[config.mk]
export PLATFORM = sky130hd
export DESIGN_NAME = ps2_host_tx_flat
export DESIGN_NICKNAME = d
export VERILOG_FILES = /design/src/rtl/ps2_host_tx_if.sv /design/src/rtl/ps2_host_tx.sv /design/src/flat_wrapper.sv
export SDC_FILE = /design/constraint.sdc
export NUM_CORES = 1
export LEC_CHECK = 0
export CORE_AREA = 5 5 80 82
export CTS_BUF_LIST = sky130_fd_sc_hd__clkbuf_8
export DETAILED_ROUTE_END_ITERATION = 6
export DIE_AREA = 0 0 85 87
export PLACE_DENSITY = 0.8
export SYNTH_ARGS = -nofsm -noshare
export SYNTH_HDL_FRONTEND = slang
export SYNTH_SLANG_ARGS = --single-unit
[constraint.sdc]
create_clock -name clk -period 2.45 [get_ports clk]
set_clock_uncertainty 0.2 [all_clocks]
set_input_delay 0.6125 -clock clk [delete_from_list [all_inputs] [get_ports clk]]
set_output_delay 0.6125 -clock clk [all_outputs]
set_load 0.03 [all_outputs]
[src/rtl/ps2_host_tx_if.sv]
// ps2_host_tx_if
//   Bundles the signals of the PS/2 host transmitter:
//   - command handshake: tx_valid, tx_byte -> tx_ready, tx_busy, tx_done,
//     tx_ack, tx_error
//   - PS/2 lines: ps2_clk_in, ps2_data_in (sampled pads) and
//     ps2_clk_oe, ps2_data_oe (1 = pull the line low)
//   modport slave  : the transmitter itself
//   modport master : the processor / pad environment around it
interface ps2_host_tx_if;
  logic       tx_valid;
  logic [7:0] tx_byte;
  logic       tx_ready;
  logic       tx_busy;
  logic       tx_done;
  logic       tx_ack;
  logic       tx_error;
  logic       ps2_clk_in;
  logic       ps2_data_in;
  logic       ps2_clk_oe;
  logic       ps2_data_oe;

  modport master (
    output tx_valid, tx_byte, ps2_clk_in, ps2_data_in,
    input  tx_ready, tx_busy, tx_done, tx_ack, tx_error, ps2_clk_oe, ps2_data_oe
  );

  modport slave (
    input  tx_valid, tx_byte, ps2_clk_in, ps2_data_in,
    output tx_ready, tx_busy, tx_done, tx_ack, tx_error, ps2_clk_oe, ps2_data_oe
  );
endinterface

[src/rtl/ps2_host_tx.sv]
// ps2_host_tx
//   PS/2 host-to-device transmitter. Sends one command byte to the keyboard:
//   inhibit (clock low), request-to-send (data low), then shifts d0..d7, odd
//   parity and stop on device-generated falling clock edges, samples the
//   device ACK, waits for bus idle and reports the result.
//   Lines are only ever pulled low through registered output enables.
// Ports
//   clk   : system clock
//   reset : asynchronous, active-high reset (releases both lines at once)
//   bus   : ps2_host_tx_if.slave (command handshake + PS/2 line signals)
// Parameters
//   INHIBIT_CYCLES : clocks the PS/2 clock is held low before request-to-send
//   TIMEOUT_CYCLES : max clocks between device falling edges before abort
//   SYNC_STAGES    : synchronizer depth on the PS/2 inputs (>= 2)
// Build option
//   PS2_HOST_TX_RETRY_EN : when defined, a NACK or timeout re-runs the frame
//   once with the same byte; tx_done only follows the final attempt.
module ps2_host_tx #(
  parameter int INHIBIT_CYCLES = 5000,
  parameter int TIMEOUT_CYCLES = 1000000,
  parameter int SYNC_STAGES    = 2
) (
  input  logic         clk,
  input  logic         reset,
  ps2_host_tx_if.slave bus
);
  localparam int MAX_CNT = (TIMEOUT_CYCLES > INHIBIT_CYCLES) ? TIMEOUT_CYCLES : INHIBIT_CYCLES;
  localparam int CNT_W   = $clog2(MAX_CNT + 1);
  localparam logic [CNT_W-1:0] INH_LAST = CNT_W'(INHIBIT_CYCLES - 1);
  localparam logic [CNT_W-1:0] TMO_LAST = CNT_W'(TIMEOUT_CYCLES - 1);

  typedef enum logic [2:0] {
    S_IDLE, S_INHIBIT, S_START, S_RTS, S_SHIFT, S_ACK, S_WAIT_IDLE, S_DONE
  } state_t;

  function automatic logic odd_parity(input logic [7:0] b);
    return ~^b;
  endfunction

  state_t                 state;
  logic [SYNC_STAGES-1:0] clk_sync, data_sync;
  logic                   clk_prev, clk_s, data_s, fe;
  logic [CNT_W-1:0]       cnt;
  logic [3:0]             bitcnt;
  logic                   idle_seen, nack_q;
  logic [8:0]             frame_q, shift_q;
  logic                   accept, active, shift_en, retry_ok;
  logic                   end_tmo, end_wait, end_fail, end_ok;
  logic                   clk_oe_q, data_oe_q, ready_q, busy_q, done_q, ack_q, err_q;

  assign bus.ps2_clk_oe  = clk_oe_q;
  assign bus.ps2_data_oe = data_oe_q;
  assign bus.tx_ready    = ready_q;
  assign bus.tx_busy     = busy_q;
  assign bus.tx_done     = done_q;
  assign bus.tx_ack      = ack_q;
  assign bus.tx_error    = err_q;

  // ---- input synchronizers (preset high = idle bus) ----
  always_ff @(posedge clk or posedge reset) begin
    if (reset) begin
      clk_sync  <= '1;
      data_sync <= '1;
      clk_prev  <= 1'b1;
    end else begin
      clk_sync  <= {clk_sync[SYNC_STAGES-2:0], bus.ps2_clk_in};
      data_sync <= {data_sync[SYNC_STAGES-2:0], bus.ps2_data_in};
      clk_prev  <= clk_s;
    end
  end

  assign clk_s  = clk_sync[SYNC_STAGES-1];
  assign data_s = data_sync[SYNC_STAGES-1];
  assign fe     = clk_prev & ~clk_s;

  assign accept   = bus.tx_valid & ready_q;
  assign active   = state inside {S_RTS, S_SHIFT, S_ACK, S_WAIT_IDLE};
  // A falling edge in the same cycle rescues the transfer from timing out.
  assign end_tmo  = active & ~fe & (cnt == TMO_LAST);
  assign end_wait = (state == S_WAIT_IDLE) & clk_s & data_s & idle_seen;
  assign end_fail = end_tmo | (end_wait & nack_q);
  assign end_ok   = end_wait & ~nack_q & ~end_tmo;
  // The parity bit is the last one shifted; the stop bit is driven separately.
  assign shift_en = fe & ((state == S_RTS) | ((state == S_SHIFT) & (bitcnt != 4'd9)));

`ifdef PS2_HOST_TX_RETRY_EN
  logic retried;
  assign retry_ok = ~retried;
`else
  assign retry_ok = 1'b0;
`endif

  // ---- frame data (not reset: only meaningful after an accept) ----
  always_ff @(posedge clk) begin
    if (accept)
      frame_q <= {odd_parity(bus.tx_byte), bus.tx_byte};
    // Reloaded at every start so a retry resends the identical frame.
    if (state == S_START)
      shift_q <= frame_q;
    else if (shift_en)
      shift_q <= {1'b1, shift_q[8:1]};
  end

  // ---- control FSM ----
  always_ff @(posedge clk or posedge reset) begin
    if (reset) begin
      state     <= S_IDLE;
      cnt       <= '0;
      bitcnt    <= '0;
      idle_seen <= 1'b0;
      nack_q    <= 1'b0;
      clk_oe_q  <= 1'b0;
      data_oe_q <= 1'b0;
      ready_q   <= 1'b1;
      busy_q    <= 1'b0;
      done_q    <= 1'b0;
      ack_q     <= 1'b0;
      err_q     <= 1'b0;
`ifdef PS2_HOST_TX_RETRY_EN
      retried   <= 1'b0;
`endif
    end else begin
      done_q <= 1'b0;
      if (active)
        cnt <= fe ? '0 : cnt + CNT_W'(1);

      case (state)
        S_IDLE: begin
          if (accept) begin
            state    <= S_INHIBIT;
            clk_oe_q <= 1'b1;
            cnt      <= '0;
            ready_q  <= 1'b0;
            busy_q   <= 1'b1;
            ack_q    <= 1'b0;
            err_q    <= 1'b0;
`ifdef PS2_HOST_TX_RETRY_EN
            retried  <= 1'b0;
`endif
          end
        end
        S_INHIBIT: begin
          if (cnt == INH_LAST) begin
            data_oe_q <= 1'b1;
            state     <= S_START;
          end else begin
            cnt <= cnt + CNT_W'(1);
          end
        end
        S_START: begin
          // Start bit is already low; releasing the clock is the request-to-send.
          clk_oe_q <= 1'b0;
          cnt      <= '0;
          bitcnt   <= '0;
          state    <= S_RTS;
        end
        S_RTS: begin
          if (fe) begin
            data_oe_q <= ~shift_q[0];
            bitcnt    <= 4'd1;
            state     <= S_SHIFT;
          end
        end
        S_SHIFT: begin
          if (fe) begin
            if (bitcnt == 4'd9) begin
              data_oe_q <= 1'b0;
              state     <= S_ACK;
            end else begin
              data_oe_q <= ~shift_q[0];
              bitcnt    <= bitcnt + 4'd1;
            end
          end
        end
        S_ACK: begin
          if (fe) begin
            nack_q    <= data_s;
            idle_seen <= 1'b0;
            state     <= S_WAIT_IDLE;
          end
        end
        S_WAIT_IDLE: begin
          idle_seen <= clk_s & data_s;
        end
        S_DONE: begin
          state   <= S_IDLE;
          ready_q <= 1'b1;
          busy_q  <= 1'b0;
        end
        default: state <= S_IDLE;
      endcase

      // Completion overrides whatever the state branch scheduled.
      if (end_fail) begin
        clk_oe_q  <= 1'b0;
        data_oe_q <= 1'b0;
        cnt       <= '0;
        if (retry_ok) begin
`ifdef PS2_HOST_TX_RETRY_EN
          retried <= 1'b1;
`endif
          clk_oe_q <= 1'b1;
          state    <= S_INHIBIT;
        end else begin
          state  <= S_DONE;
          done_q <= 1'b1;
          ack_q  <= 1'b0;
          err_q  <= 1'b1;
        end
      end else if (end_ok) begin
        state  <= S_DONE;
        done_q <= 1'b1;
        ack_q  <= 1'b1;
        err_q  <= 1'b0;
      end
    end
  end
endmodule

[src/flat_wrapper.sv]
// flat-port wrapper written by rule: the top's interface ports become plain ports
module ps2_host_tx_flat 
#(
  parameter int INHIBIT_CYCLES = 5000,
  parameter int TIMEOUT_CYCLES = 1000000,
  parameter int SYNC_STAGES    = 2
)
  (clk, reset, bus_tx_valid, bus_tx_byte, bus_ps2_clk_in, bus_ps2_data_in, bus_tx_ready, bus_tx_busy, bus_tx_done, bus_tx_ack, bus_tx_error, bus_ps2_clk_oe, bus_ps2_data_oe);
  ps2_host_tx_if bus_i ();
  input  logic clk;
  input  logic reset;
  input wire logic [$bits(bus_i.tx_valid)-1:0] bus_tx_valid;
  input wire logic [$bits(bus_i.tx_byte)-1:0] bus_tx_byte;
  input wire logic [$bits(bus_i.ps2_clk_in)-1:0] bus_ps2_clk_in;
  input wire logic [$bits(bus_i.ps2_data_in)-1:0] bus_ps2_data_in;
  output wire logic [$bits(bus_i.tx_ready)-1:0] bus_tx_ready;
  output wire logic [$bits(bus_i.tx_busy)-1:0] bus_tx_busy;
  output wire logic [$bits(bus_i.tx_done)-1:0] bus_tx_done;
  output wire logic [$bits(bus_i.tx_ack)-1:0] bus_tx_ack;
  output wire logic [$bits(bus_i.tx_error)-1:0] bus_tx_error;
  output wire logic [$bits(bus_i.ps2_clk_oe)-1:0] bus_ps2_clk_oe;
  output wire logic [$bits(bus_i.ps2_data_oe)-1:0] bus_ps2_data_oe;
  assign bus_i.tx_valid = bus_tx_valid;
  assign bus_i.tx_byte = bus_tx_byte;
  assign bus_i.ps2_clk_in = bus_ps2_clk_in;
  assign bus_i.ps2_data_in = bus_ps2_data_in;
  assign bus_tx_ready = bus_i.tx_ready;
  assign bus_tx_busy = bus_i.tx_busy;
  assign bus_tx_done = bus_i.tx_done;
  assign bus_tx_ack = bus_i.tx_ack;
  assign bus_tx_error = bus_i.tx_error;
  assign bus_ps2_clk_oe = bus_i.ps2_clk_oe;
  assign bus_ps2_data_oe = bus_i.ps2_data_oe;
  ps2_host_tx #(.INHIBIT_CYCLES(INHIBIT_CYCLES), .TIMEOUT_CYCLES(TIMEOUT_CYCLES), .SYNC_STAGES(SYNC_STAGES)) u_core (.clk(clk), .reset(reset), .bus(bus_i));
endmodule
==> impl_metrics.ini <==
[cells_and_area]
fin_area_um2 = 3950
final_util = 0.6960
n_antenna_cell = 0
drive_above_1_share = 0.2032
num-nets-final = 390
syn_to_final_growth_pct = 19.90

[timing]
period_share = 0.9657
grt_setup_unrepaired = false
setup_violations = 0
final.min_clock_period_ps = 2366
timing.final.hold_violations = 0
maxClockFrequency_mhz = 422.7
total_negative_slack_for_setup_checks_ps = 0
slew_violations = 0
worst-slew-pin-transition_ps = 607.4
maxSlewHeadroom = 0.5951
hold-worst-slack_ps = 156.1

[yosys]
yosys.area.top_type_share = 0.2659
yosys.cell_types.count = 63
mappedNetlistArea_um2 = 3294
synthArstFlopShare = 0.6949
yosysTopAreaCell = sky130_fd_sc_hd__dfrtp_1
synthesis.area_per_instance_um2 = 9.923
ys_dominant_reg_cell = sky130_fd_sc_hd__dfrtp_1
synth-seq-area-share = 0.4778
syn_inst = 332
yosys_register_bits = 59
synth.top_cells.by_area = sky130_fd_sc_hd__dfrtp_1 27%, sky130_fd_sc_hd__edfxtp_1 16%, sky130_fd_sc_hd__dfstp_2 4.8%
synth-warning-count = 0
synthesis.nets = 348
synth_enable_flop_cells = 18

[routing]
vias = 2866
firstDrtPassIters = 5
iter_0_drt_violations = 254
via_per_inst = 6.313
drt-wirelength-per-cell_um = 17.04
drt_wl_total_mm = 7.735
ant_nets = 0
remaining_drc_errors = 0

[power_and_ir_drop]
p_leak_nw = 1.563
pwr_cell_area_nw_per_um2 = 533.7
power.ir.vdd_worst_mv = 0.3242
totalPowerFinal_mw = 2.108

[grt]
grt_first_pass_wirelength_mm = 13.01
global_route_total_usage_across_every_layer = 0.2213
grt_pass1_vias = 2756
grt_overflow_total = 0
grt_antenna_before_repair = 0
grt_max_degree = 42

[clocking]
root_buffer = sky130_fd_sc_hd__clkbuf_8
cts_sink_cnt = 59
numCtsBuffers = 9
ctsHtreeMaxLevel = 3
clock_insertion_delay_worst_skew_ps = 330
cts.clk_slew.worst_paths_ps = 70
cts_buffer_depth = 2
tritoncts = built
cts_hold_repair.buffers = 0

[floorplanning]
die-height_um = 87
floorplan.initialDensity = 0.5805
num_io_pins = 20
dieWidth_um = 85
fp.dieArea_um2 = 7395
coreArea_um2 = 5675
num_rows = 28

[worst_setup_path]
cp_top_family = simple AND/OR/NAND/NOR gates
timing.critical_path.from_type = register
critPathBufInv = 0
crit_slowest_cell = sky130_fd_sc_hd__dfrtp_1
critical_path.endpoint_type = register
critPathKind = register to register
worstPathArrival_ps = 2380
timing.critical_path.required_ps = 2460
max_stage_delay_ps = 360
crit_fanout = 7
timing.critical_path.cells = ha_2 -> nor4bb_1 -> and4_1 -> a21oi_1 -> nor3_2 -> mux2_2

[run]
max-cap-violations = 0

[placement]
port_buffers = 19
gpl.final_weighted_congestion = 0.9089
detailedPlacementHpwl_mm = 5.288
placement.cell_area_um2 = 3686

[min_path]
hold_path.class = register to register

[status]
status = finished clean
==> repair_timing <==
action,4_1_cts,5_1_grt
setup buffers,0,3
endpoints found under the setup margin,0,7
resized for setup,0,4
==> area by class of cell <==
cell class	count	area, um^2
multi-input cells	245	1598
repair buffers	49	417.9
clock inverters	5	77.57
well taps	75	93.84
clock buffers	11	151.4
inverters	10	37.54
flip-flops and latches	59	1574
fillers	445	1725
==> cells by family after synthesis <==
logic type	share of synthesized area
simple gates	0.2480
compound gates	0.1633
flops	0.4778
buf+inv	0.04026
mux	0.04064
xor+xnor	0.01861
fa+ha+maj	0.01140
==> power breakdown <==
group	internal, mW	switching, mW	leakage (nW)	total [mW]
clock	0.625	0.390	0.121	1.01
sequential	1.02	0.00236	0.633	1.02
combinational	0.0343	0.0342	0.809	0.0685
total	1.68	0.427	1.56	2.11
==> worst paths after layout <==
| kind | depth (start not counted) | startpoint | slack [ps] | endpoint |
|---|---|---|---|---|
| max reg2reg | 6 | u_core.cnt[0] | 80 | u_core.state[0] |
| min | 0 | u_core.data_sync[0] | 160 | u_core.data_sync[1] |
| min in group asynchronous | 3 | reset | 520 | u_core.bus.tx_busy |
| min reg2reg | 0 | u_core.data_sync[0] | 160 | u_core.data_sync[1] |
| max | 6 | u_core.cnt[0] | 80 | u_core.state[0] |
| max in group asynchronous | 3 | reset | 1150 | u_core.cnt[19] |
==> synthesized netlist by cell type, types with 3 or more instances <==
| master | n |
|---|---|
| sky130_fd_sc_hd__nand2b_1 | 4 |
| sky130_fd_sc_hd__nor2b_1 | 5 |
| sky130_fd_sc_hd__nor2_1 | 13 |
| sky130_fd_sc_hd__mux2_2 | 11 |
| sky130_fd_sc_hd__a41oi_1 | 4 |
| sky130_fd_sc_hd__nor3b_1 | 3 |
| sky130_fd_sc_hd__nand2_1 | 29 |
| sky130_fd_sc_hd__a31oi_1 | 8 |
| sky130_fd_sc_hd__edfxtp_1 | 18 |
| sky130_fd_sc_hd__and2_1 | 3 |
| sky130_fd_sc_hd__inv_1 | 10 |
| sky130_fd_sc_hd__xnor2_1 | 7 |
| sky130_fd_sc_hd__buf_2 | 6 |
| sky130_fd_sc_hd__a311oi_1 | 7 |
| sky130_fd_sc_hd__a21oi_1 | 21 |
| sky130_fd_sc_hd__or3b_1 | 6 |
| sky130_fd_sc_hd__o211ai_1 | 3 |
| sky130_fd_sc_hd__o21ai_0 | 19 |
| sky130_fd_sc_hd__and3b_1 | 3 |
| sky130_fd_sc_hd__ha_1 | 3 |
| sky130_fd_sc_hd__dfstp_2 | 6 |
| sky130_fd_sc_hd__nand3_1 | 28 |
| sky130_fd_sc_hd__dfrtp_1 | 35 |
| sky130_fd_sc_hd__nor4_1 | 5 |
| sky130_fd_sc_hd__and3_1 | 3 |
| sky130_fd_sc_hd__nand3b_1 | 5 |
| sky130_fd_sc_hd__or3_1 | 3 |
| sky130_fd_sc_hd__buf_4 | 3 |
| sky130_fd_sc_hd__nand4_1 | 9 |
| sky130_fd_sc_hd__nor3_1 | 6 |
| sky130_fd_sc_hd__clkbuf_1 | 7 |
==> sequential cells by signal, indices dropped and copies added (netlist names) <==
signal and flops:
u_core.bitcnt 4, u_core.bus.ps2_clk_oe 1, u_core.bus.ps2_data_oe 1, u_core.bus.tx_ack 1
u_core.bus.tx_busy 1, u_core.bus.tx_done 1, u_core.bus.tx_error 1, u_core.bus.tx_ready 1
u_core.clk_prev 1, u_core.clk_sync 2, u_core.cnt 20, u_core.data_sync 2
u_core.frame_q 9, u_core.idle_seen 1, u_core.nack_q 1, u_core.shift_q 9
u_core.state 3
==> metal layers <==
layer | wire, um | up-vias | GRT usage
met5 | 0 | - | 0
met4 | 155 | 0 | 0.08921
met3 | 423 | 18 | 0.05487
met2 | 3883 | 105 | 0.3694
met1 | 3272 | 1409 | 0.2761
li1 | - | 1334 | -
==> per-stage QoR <==
step | instances | worst slack (ps)
floorplan | 332 | 219.4
global placement | 435 | 6.430
detailed placement | 435 | -43.07
CTS | 451 | 32.62
global route | 454 | 15.59
finish | 454 | 84.02
==> cell usage in the layout, fill, tap and decap left out, types with 6 or more instances in the layout <==
cell,n
sky130_fd_sc_hd__a21oi_1,21
sky130_fd_sc_hd__a311oi_1,7
sky130_fd_sc_hd__a31oi_1,8
sky130_fd_sc_hd__buf_4,30
sky130_fd_sc_hd__clkbuf_8,11
sky130_fd_sc_hd__clkdlybuf4s50_1,18
sky130_fd_sc_hd__dfrtp_1,35
sky130_fd_sc_hd__dfstp_2,6
sky130_fd_sc_hd__edfxtp_1,18
sky130_fd_sc_hd__inv_1,11
sky130_fd_sc_hd__mux2_2,11
sky130_fd_sc_hd__nand2_1,29
sky130_fd_sc_hd__nand3_1,28
sky130_fd_sc_hd__nand4_1,9
sky130_fd_sc_hd__nor2_1,13
sky130_fd_sc_hd__o21ai_0,19
sky130_fd_sc_hd__xnor2_1,7
(Power assumes the default switching activity.)
